## config.mk

```make
export PLATFORM = sky130hd
export DESIGN_NAME = loadarch_inject_sequencer
export DESIGN_NICKNAME = d
export VERILOG_FILES = /design/src/rtl/loadarch_inject_sequencer.sv
export SDC_FILE = /design/constraint.sdc
export NUM_CORES = 1
export LEC_CHECK = 0
export CAP_MARGIN = 20
export CORE_UTILIZATION = 46
export CTS_CLUSTER_SIZE = 8
export DETAILED_ROUTE_END_ITERATION = 10
export GPL_TIMING_DRIVEN = 0
export PLACE_DENSITY = 0.8
export SYNTH_ARGS = -nofsm -noshare
export SYNTH_HDL_FRONTEND = slang
export SYNTH_SLANG_ARGS = --single-unit
```

## constraint.sdc

```tcl
create_clock -name clock -period 13.36 [get_ports clock]
set_clock_uncertainty 0.2 [all_clocks]
set_input_delay 2.672 -clock clock [delete_from_list [all_inputs] [get_ports clock]]
set_output_delay 2.672 -clock clock [all_outputs]
set_load 0.02 [all_outputs]
```

## src/rtl/loadarch_inject_sequencer.sv

```systemverilog
// Restores an architectural checkpoint into a core held in reset: streams
// {kind, index, data} records into XPR/FPR/CSR/PC write ports, then releases core_reset.
module loadarch_inject_sequencer #(
  parameter int unsigned XLEN          = 64,
  parameter int unsigned CSR_ADDR_W    = 12,
  parameter int unsigned RELEASE_DELAY = 4,
  parameter int unsigned CSR_TIMEOUT   = 255
) (
  input  logic                  clock,
  input  logic                  reset,
  input  logic                  start,
  input  logic                  in_valid,
  output logic                  in_ready,
  input  logic [1:0]            in_kind,
  input  logic [CSR_ADDR_W-1:0] in_index,
  input  logic [XLEN-1:0]       in_data,
  input  logic                  in_last,
  output logic                  xpr_wen,
  output logic [4:0]            xpr_waddr,
  output logic [XLEN-1:0]       xpr_wdata,
  output logic                  fpr_wen,
  output logic [4:0]            fpr_waddr,
  output logic [XLEN-1:0]       fpr_wdata,
  output logic                  csr_req,
  output logic [CSR_ADDR_W-1:0] csr_addr,
  output logic [XLEN-1:0]       csr_wdata,
  input  logic                  csr_ack,
  output logic                  pc_wen,
  output logic [XLEN-1:0]       pc_wdata,
  output logic                  core_reset,
  output logic                  busy,
  output logic                  done,
  output logic                  error,
  output logic [1:0]            err_code,
  output logic [7:0]            wr_count
);

  typedef enum logic [2:0] {
    S_IDLE, S_ACCEPT, S_CSR_WAIT, S_DRAIN, S_DONE, S_ERROR
  } state_t;

  localparam logic [1:0] K_XPR = 2'd0;
  localparam logic [1:0] K_FPR = 2'd1;
  localparam logic [1:0] K_CSR = 2'd2;
  localparam logic [1:0] K_PC  = 2'd3;

  localparam logic [7:0] TIMEOUT_LAST = 8'(CSR_TIMEOUT - 1);
  localparam logic [7:0] RELEASE_LAST = 8'(RELEASE_DELAY - 1);

  state_t     state, state_nxt;
  logic [7:0] cnt;
  logic [1:0] err_nxt;
  logic       do_xpr, do_fpr, do_csr, do_pc, begin_run, bad_idx;

  always_ff @(posedge clock or posedge reset) begin
    if (reset) state <= S_IDLE;
    else       state <= state_nxt;
  end

  always_comb begin
    state_nxt = state;
    err_nxt   = '0;
    do_xpr    = 1'b0;
    do_fpr    = 1'b0;
    do_csr    = 1'b0;
    do_pc     = 1'b0;
    begin_run = 1'b0;
    bad_idx   = (in_index[CSR_ADDR_W-1:5] != '0);
    case (state)
      S_IDLE, S_DONE, S_ERROR: begin
        if (start) begin
          begin_run = 1'b1;
          state_nxt = S_ACCEPT;
        end
      end
      S_ACCEPT: begin
        if (in_valid) begin
          // in_last must be set on the PC record and on no other record
          if (in_last != (in_kind == K_PC)) begin
            err_nxt   = 2'd3;
            state_nxt = S_ERROR;
          end else begin
            case (in_kind)
              K_XPR, K_FPR: begin
                if (bad_idx) begin
                  err_nxt   = 2'd1;
                  state_nxt = S_ERROR;
                end else begin
                  do_xpr = (in_kind == K_XPR) && (in_index[4:0] != 5'd0);
                  do_fpr = (in_kind == K_FPR);
                end
              end
              K_CSR: begin
                do_csr    = 1'b1;
                state_nxt = S_CSR_WAIT;
              end
              default: begin
                do_pc     = 1'b1;
                state_nxt = S_DRAIN;
              end
            endcase
          end
        end
      end
      S_CSR_WAIT: begin
        if (csr_ack) begin
          state_nxt = S_ACCEPT;
        end else if (cnt == TIMEOUT_LAST) begin
          err_nxt   = 2'd2;
          state_nxt = S_ERROR;
        end
      end
      S_DRAIN: begin
        if (cnt == RELEASE_LAST) state_nxt = S_DONE;
      end
      default: state_nxt = S_IDLE;
    endcase
  end

  always_comb begin
    in_ready   = (state == S_ACCEPT);
    busy       = (state == S_ACCEPT) || (state == S_CSR_WAIT) || (state == S_DRAIN);
    csr_req    = (state == S_CSR_WAIT);
    core_reset = (state != S_DONE);
    done       = (state == S_DONE);
    error      = (state == S_ERROR);
  end

  always_ff @(posedge clock or posedge reset) begin
    if (reset) begin
      xpr_wen   <= 1'b0;
      xpr_waddr <= '0;
      xpr_wdata <= '0;
      fpr_wen   <= 1'b0;
      fpr_waddr <= '0;
      fpr_wdata <= '0;
      csr_addr  <= '0;
      csr_wdata <= '0;
      pc_wen    <= 1'b0;
      pc_wdata  <= '0;
      cnt       <= '0;
      err_code  <= '0;
      wr_count  <= '0;
    end else begin
      xpr_wen <= do_xpr;
      fpr_wen <= do_fpr;
      pc_wen  <= do_pc;
      if (do_xpr) begin
        xpr_waddr <= in_index[4:0];
        xpr_wdata <= in_data;
      end
      if (do_fpr) begin
        fpr_waddr <= in_index[4:0];
        fpr_wdata <= in_data;
      end
      if (do_csr) begin
        csr_addr  <= in_index;
        csr_wdata <= in_data;
      end
      if (do_pc) pc_wdata <= in_data;
      // Shared counter: CSR wait age or release delay, zeroed on every state change
      if ((state == S_CSR_WAIT || state == S_DRAIN) && state_nxt == state) cnt <= cnt + 8'd1;
      else                                                                 cnt <= '0;
      if (begin_run) begin
        err_code <= '0;
        wr_count <= '0;
      end else begin
        if (err_nxt != 2'd0) err_code <= err_nxt;
        if ((do_xpr || do_fpr || do_pc || (state == S_CSR_WAIT && csr_ack)) && wr_count != 8'hFF)
          wr_count <= wr_count + 8'd1;
      end
    end
  end

endmodule

```

======== Word level (Yosys, flattened, before mapping) ========
Cells that the tools add are included.
word-level totals
  register bits after elaboration ......... 302
  input bits .............................. 84
  output and inout bits ................... 297
  word-level logic and storage cells ...... 91
operators by class
  add/subtract/negate cells ............... 2
  equality and inequality tests ........... 14
  multiplexer cells ....................... 41
  reduce and logical (&&, ||, !) cells .... 20
operator list
  cell                                           number
  two-way mux 8 bit                              3
  two-way mux 1 bit                              22
  two-way mux 3 bit                              7
  adder 8 x 1 -> 8 bit, second input constant    2
  two-way mux 2 bit                              6
  one-hot mux 3 bit (4 select lines)             1
  == test 8 x 2 -> 1 bit, second input constant  1
  == test 8 bit, second input constant           1
  inequality test 8 bit, second input constant   1
  nonzero test 7 bit                             1
  == test 3 x 2 -> 1 bit, second input constant  2
  == test 3 bit, second input constant           2
  logical OR 1 bit                               6
  one-hot mux 3 bit (2 select lines)             1
  nonzero test 2 bit                             3
  OR reduction 3 bit                             2
  nonzero test 5 bit                             1
  == test 2 bit, second input constant           2
  logical AND 1 bit                              4
  one-hot mux 2 bit (2 select lines)             1
  == test 3 x 1 -> 1 bit, second input constant  1
  == test 3 bit                                  1
  logical NOT 3 bit                              1
  inequality test 3 bit, second input constant   1
  4 further kinds                                4

======== Logic depth before layout (Yosys ltp) ========
Gate-level depths: netlist of run 1.
  depth in word-level cells ............... 13
  mapped depth ............................ 9
  mapped depth without buffers ............ 6

======== Worst setup path before layout of run 1 ========
No wires, ideal clock.
  path kind ............................... input to register
  start point ............................. input port in_index[8]
  end point ............................... register wr_count[2]
  setup time .............................. 123 ps
  data arrival time ....................... 4547 ps
  data required time ...................... 13037 ps
  setup slack ............................. 8491 ps
  cell stages on the path ................. 6
  buffers on the path ..................... 1
  cells stage by stage .................... or4_4 -> or2_1 -> or4_1 -> clkbuf_1 -> a21bo_2 -> o221a_2
between the ends
  longest elaborated chain between the ends .. 11
  elaborated cells between the ends (all ways) .. 16
  those cells by class .................... mux (10); reduce/logical (6)
ends and longest elaborated chain
  element                                  line  source
  from (decl)                              15    input logic [CSR_ADDR_W-1:0] in_index,
  nonzero test 7 bit (*)                   68    bad_idx = (in_index[CSR_ADDR_W-1:5] != '0);
  two-way mux 1 bit                        85    if (bad_idx) begin
  two-way mux 1 bit                        83    case (in_kind)
  two-way mux 1 bit                        79    if (in_last != (in_kind == K_PC)) begin
  two-way mux 1 bit                        77    if (in_valid) begin
  two-way mux 1 bit                        69    case (state)
  logical OR 1 bit (*) (3 in a row)        169   if ((do_xpr || do_fpr || do_pc || (state == S_CSR_WAIT && csr_ack)) && wr_count != 8'hFF)
  logical AND 1 bit (*)                    169
  nonzero test 2 bit (no source line) (*)  n/a
  to (signal assigned)                     170   wr_count <= wr_count + 8'd1;
  to (decl)                                35    output logic [7:0] wr_count
Mark *: on every way between the ends. The rest lies on a longest branch, timed or not.
A chain may end at the register's enable or synchronous reset.

======== Worst setup path in the final report of run 1 ========
  start point ............................. input port in_index[8]
  end point ............................... register fpr_wdata[28]
between the ends
  longest elaborated chain between the ends .. 6
ends and longest elaborated chain
  element               line  source
  nonzero test 7 bit    68
  two-way mux 1 bit     85
  two-way mux 1 bit     83
  two-way mux 1 bit     79
  two-way mux 1 bit     77
  two-way mux 1 bit     69
  to (signal assigned)  154   fpr_wdata <= in_data;
  to (decl)             23    output logic [XLEN-1:0] fpr_wdata,
Every way passes these cells.

==> summary.md, run 1 <==
| Metric | Value |
|---|---|
| R2R depth | 6 |
| Via count of the first global-routing pass | 8958 |
| Layout cell share with drive strength beyond 1 | 21.5% |
| Peak fanout along the critical path | 10 |
| Met1 Use GR | 29.3% |
| Vias per std cell | 5.15 |
| Skew-Pair Late Insertion Delay | 0.52 ns |
| Post-synth net total | 967 |
| Die Height | 161 µm |
| Worst Hold Endpoint | xpr_wdata[7] |
| Cells after Synth | 880 |
| Final Power | 3.37 mW |
| Port bufs | 379 |
| Busiest grt layer | met2 |
| PwrDens | 197 nW/µm² |
| Ant. Diodes | 0 |
| Largest net degree at the start of global routing | 134 |
| Max VDD drop | 0.134 mV |
| Num CTS Buffers | 43 |
| Initial DRC count | 440 |
| Final setup violation count | 0 |
| DRT Pass-1 Iters | 4 |
| Synth Register Bits | 302 |
| Post-route cell area | 17100 µm² |
| Sequential area share after synthesis | 64.9% |
| RSZ-0062 raised after global routing | no |
| Max Slew Vio Count | 0 |
| Routed wire length | 33300 µm |
| YS warnings | 0 |
| Largest cells by area after synthesis | dfrtp_1, mux2_2, nand2_1 |
| Hold_ws | 0.261 ns |
| Area of the core | 24600 µm² |
| P_leak | 7.90 nW |
| Post-CTS Setup Repair Bufs | 0 |
| Synth top area share | 64.9% |
| CTS clk-pin slew, worst paths | 0.05 ns |
| Avg Synthesized Cell Area | 13.2 µm² |
| Cell taking the most area after synthesis | dfrtp_1 |
| Mapped cell area | 11600 µm² |
| First-pass GRT wire length | 51300 µm |
| Period utilisation layout | 40.1% |
| FILL cells | 1732 |
| Avg WL per Cell | 20.3 µm |
| Actual slew at the worst max-slew pin | 0.950 ns |
| Num Clock Sinks | 302 |
| IO Count | 381 |
| M2 GR Usage | 44.8% |
| Post-synthesis async set-or-reset flop share | 100% |
| DR DRC count | 0 |
| Top FF cell, synth | dfrtp_1 |
| CP Launch Type | input port |
| Placed cell area | 15900 µm² |
| Initial antenna violation count | 0 |
| GRT Total Usage | 25.9% |
| Hold path start | xpr_wdata[7] |
| Worst EP required | 13.55 ns |
| CTS tree | built |
| Status | finished, final reports clean |
| Crit. End Element | flip-flop |
| Endpoints failing hold | 0 |
| Vias | 8420 |
| Minimum clock period | 5.35 ns |
| GR Overflow Total | 0 |
| Routability cong. | 0.894 |
| Max clock buf depth | 3 |
| Die width | 161 µm |
| R2r setup slk | 10.21 ns |
| HP Class | flip-flop to flip-flop |
| Critical R2R Launch | state[1] |
| H-Tree Depth | 2 |
| Max Fclk | 187 MHz |
| DP HPWL | 23400 µm |
| Final TNS setup | 0 ns |
| Final core occ | 69.4% |
| Die area | 26000 µm² |
| Hold-fix buffer count after cts | 0 |
| Hold Path Stages | 2 |
| Number of synthesized flops with an enable pin | 0 |
| # rows | 57 |
| Final #Nets | 1396 |
| Number of routed nets with antenna violations | 0 |
| Rel. slew slack | 36.3% |
| CTS resizes | 0 |
| Met3 Track Usage GR | 9.71% |
| Initial Util | 47.3% |
| Clock root cell | clkbuf_16 |
| RR Endpoint | csr_wdata[4] |
| Area growth from synthesis to layout | 46.6% |
| Arrival @ worst endpoint | 5.55 ns |
| Max-Cap Viols | 0 |
| Library cells used by synthesis | 46 |
| WS Path Type | input port to flip-flop |
[report_power, final]
| group | total (mW) | internal, mW | switching (mW) |
|---|---|---|---|
| registers | 1.27 | 1.15 | 0.121 |
| clock network | 0.945 | 0.581 | 0.364 |
| logic | 1.16 | 0.594 | 0.564 |
| total | 3.37 | 2.32 | 1.05 |
[layout make-up]
type / count / area [µm²] / share of cell area (%)
multi-input combinational: 529 / 3880 / 22.8
tap: 324 / 405 / 2.37
clock inverter: 2 / 25.0 / 0.147
clock buffer: 45 / 1110 / 6.53
sequential: 302 / 7560 / 44.3
inverter: 7 / 33.8 / 0.198
buffer: 42 / 176 / 1.03
timing repair buffer: 384 / 3880 / 22.7
[logic make-up (layout without fill, tap and decap cells)]
kind of cell	Yosys count	after routing	synth area share [%]
AOI/OAI and AO/OA	23	23	1.46
xor gates and xnor gates	8	8	0.602
adders and majority gates	3	3	0.322
buffers and inverters	49	480	1.74
DFF	302	302	64.9
muxes	215	215	20.7
and+or+nand+nor	280	280	10.3
[through the flow]
| stage | setup slack [ns] | std cells |
|---|---|---|
| final | 8.01 | 1635 |
| after global placement | -1.48 | 1583 |
| after floorplan | 2.14 | 880 |
| after detailed placement | 7.39 | 1587 |
| after CTS | 7.92 | 1634 |
| after global routing | 7.86 | 1635 |
[cells in the final DEF, fill, tap and decap left out, types with 3 or more instances in the layout]
cell type,count
ha_1,3
nor3_1,3
a21oi_1,5
nand2b_1,7
clkbuf_1,28
buf_2,9
mux2_2,209
inv_1,6
buf_1,4
mux2i_1,6
dfrtp_1,302
nand4_1,4
xor2_1,6
clkbuf_16,44
and3_1,3
or4_1,3
nand2_1,223
nand3_1,7
clkdlybuf4s50_1,379
nor2_1,13
[worst max-delay path, cell delays in order]
cell             delay, ns
clkdlybuf4s50_1       0.42
or4_4                 0.57
nor4_2                0.58
buf_4                 0.27
clkbuf_1              0.61
mux2_2                0.41
[sequential cells by signal, indices dropped and copies added, names as in the netlist]
register	cells
wr_count	8
fpr_wen	1
pc_wen	1
cnt	8
xpr_waddr	5
fpr_wdata	64
state	3
xpr_wen	1
csr_wdata	64
fpr_waddr	5
csr_addr	12
xpr_wdata	64
pc_wdata	64
err_code	2
[how the worst max path moves through the flow]
stage | from | to | slack [ns] | cells after the start
2_1_floorplan | reset | cnt[0] | 2.14 | 1
3_3_place_gp | reset | fpr_wdata[60] | -1.48 | 2
3_5_place_dp | in_index[8] | fpr_wdata[46] | 7.39 | 6
4_1_cts | in_index[8] | fpr_wdata[46] | 7.92 | 6
5_1_grt | in_index[8] | fpr_wdata[46] | 7.86 | 6
6_report | in_index[8] | fpr_wdata[28] | 8.01 | 6
[per-layer routing]
metal	part of all wire [%]	vias to the layer above
met5	0	-
met4	2.8	0
met3	9.7	68
met2	50	338
met1	38	4196
li1	-	3818
[cell usage after synthesis (all sizes together), types with 2 or more instances]
cell type,count
mux2i,6
buf,14
or3,2
nand2b,7
clkbuf,28
nor3,3
o21ai,2
nand2,223
o2111ai,2
or4,4
nor4,2
or2,3
mux2,209
a21boi,3
inv,7
a21bo,2
nor2,13
and3,3
a21oi,5
and4,2
xor2,6
nand4,4
nor3b,2
xnor2,2
ha,3
dfrtp,302
a211oi,2
nand3,7
Power figures use the tool's default switching activity.
==> run 2, diff against run 1 <==
Clock period 13.36 ns to 5.2 ns, I/O delays scaled along.
==> summary.md, run 2 (synthesis results as in run 1) <==
| Metric | Value |
|---|---|
| Status | finished, final reports clean |
| Post-CTS Setup Repair Bufs | 0 (unchanged) |
| Final #Nets | 1401 (+0.36%) |
| Ant. Diodes | 0 (unchanged) |
| Num CTS Buffers | 43 (unchanged) |
| Cell count after placement | 1593 (+0.38%) |
| Initial DRC count | 471 (+7.0%) |
| Post-route cell area | 17100 µm² (+0.26%) |
| Area of the core | 24600 µm² (unchanged) |
| Initial Util | 47.3% (unchanged) |
| Period utilisation layout | 71.8% |
| Seq. cell area | 7560 µm² (unchanged) |
| Critical R2R Launch | state[1] |
| Final Power | 8.63 mW (+160%) |
| Endpoints failing hold | 0 (unchanged) |
| Max Fclk | 268 MHz |
| Max Slew Vio Count | 0 (unchanged) |
| R2r setup slk | 2.00 ns (-8.21 ns) |
| PwrDens | 504 nW/µm² (+160%) |
| FILL cells | 1738 (+0.35%) |
| DR DRC count | 0 (unchanged) |
| Vias per std cell | 5.19 (+0.80%) |
| Routability cong. | 0.926 (+3.6%) |
| Area growth from synthesis to layout | 47.0% |
| Hold path start | xpr_wdata[16] |
| Worst Hold Endpoint | xpr_wdata[16] |
| H-Tree Depth | 2 (unchanged) |
| CTS clk-pin slew, worst paths | 0.05 ns (about the same) |
| # rows | 57 (unchanged) |
| Die area | 26000 µm² (unchanged) |
| P_leak | 7.92 nW (+0.22%) |
| Final cell count without fillers | 1638 (+0.18%) |
| Worst EP required | 5.38 ns (-8.17 ns) |
| Rel. slew slack | 33.7% (-2.5 points) |
| Initial antenna violation count | 0 (unchanged) |
| Peak fanout along the critical path | 10 (unchanged) |
| Minimum clock period | 3.73 ns |
| GRT Total Usage | 26.0% (+0.14 points) |
| Die width | 161 µm (unchanged) |
| Max-Cap Viols | 0 (unchanged) |
| Placed cell area | 16000 µm² (+0.64%) |
| Commonest non-fill, non-tap cell in the layout | clkdlybuf4s50_1 |
| CTS resizes | 0 (unchanged) |
| GR Overflow Total | 0 (unchanged) |
| Avg WL per Cell | 20.4 µm (+0.15%) |
| CTS tree | built |
| Most frequent cells in the layout | clkdlybuf4s50_1, dfrtp_1, nand2_1 |
| Layout cell share with drive strength beyond 1 | 21.7% (+0.18 points) |
| Num Clock Sinks | 302 (unchanged) |
| Port bufs | 379 (unchanged) |
| HP Class | flip-flop to flip-flop |
| Largest net degree at the start of global routing | 40 (-70%) |
| Hold Path Stages | 2 (unchanged) |
| Crit. End Element | flip-flop |
| Arrival @ worst endpoint | 3.91 ns (-1.64 ns) |
| CP Launch Type | input port |
| Die Height | 161 µm (unchanged) |
| Clock root cell | clkbuf_16 |
| Routed wire length | 33400 µm (+0.33%) |
| Hold-fix buffer count after cts | 0 (unchanged) |
| R2R depth | 6 (unchanged) |
| WS Path Type | input port to flip-flop |
| RSZ-0062 raised after global routing | no |
| Via count of the first global-routing pass | 8892 (-0.74%) |
| DP HPWL | 24200 µm (+3.3%) |
| Number of routed nets with antenna violations | 0 (unchanged) |
| Actual slew at the worst max-slew pin | 0.994 ns (+0.0435 ns) |
| IO Count | 381 (unchanged) |
| Vias | 8503 (+0.99%) |
| Max VDD drop | 0.343 mV (+160%) |
| Skew-Pair Late Insertion Delay | 0.51 ns (about the same) |
| RR Endpoint | csr_wdata[11] |
| Final setup violation count | 0 (unchanged) |
| Max clock buf depth | 3 (unchanged) |
| DRT Pass-1 Iters | 4 (unchanged) |
| First-pass GRT wire length | 51700 µm (+0.74%) |
| Multi-input logic area | 3880 µm² (unchanged) |
## run 2: cell count changes in the layout (fill, tap and decap cells not counted)
cell        delta
buf_12         +8
buf_16         -2
buf_8          -1
clkbuf_16      -1
clkinv_8       -1
clkinvlp_4     +1
inv_8          -1
## run 2: how the worst max path moves through the flow
stage,from,slack [ns],cells past startpoint,end
after CTS,in_index[8],1.45,6,fpr_wdata[44]
after detailed placement,in_index[8],0.91,6,fpr_wdata[46]
after global placement,reset,-2.18,2,fpr_wdata[28]
after global routing,in_index[8],1.36,8,xpr_wdata[48]
after floorplan,reset,-0.06,1,cnt[0]
final,in_index[8],1.47,6,fpr_wdata[45]
## run 2: cell type report
class                           count  share of cell area (%)
Timing Repair Buffer              389                    23.2
Inverter                            7                   0.175
Clock buffer                       44                    6.37
Buffer                             42                    1.03
Multi-Input combinational cell    529                    22.7
Clock inverter                      1                  0.0512
Sequential cell                   302                    44.1
Tap cell                          324                    2.37
## run 2: critical path, stage by stage
cell and delay (ns):
clkdlybuf4s50_1 0.43, or4_4 0.57, nor4_2 0.58, buf_4 0.28, clkbuf_1 0.61, mux2_2 0.41
## run 2: layer usage
layer	part of all wire, %	vias up	GRT usage [%]
li1	-	3820	-
met1	38	4279	31.3
met2	50	337	44.2
met3	9.4	67	8.71
met4	2.6	0	7.80
met5	0	-	0
## run 2: where the power goes
group          switching (mW)  internal [mW]
clock network           0.920           1.46
registers               0.316           2.95
logic                    1.45           1.53
## run 2: metrics by stage
step                TNS, ns  setup WS, ns  utilization (%)  hold WS [ns]
floorplan            -16.62       -0.0550                -         0.294
global placement    -650.66         -2.18             64.4         0.248
detailed placement        0         0.915             65.1         0.255
CTS                       0          1.45             69.6         0.266
global route              0          1.36             69.6         0.283
finish                    0          1.47             69.6         0.261
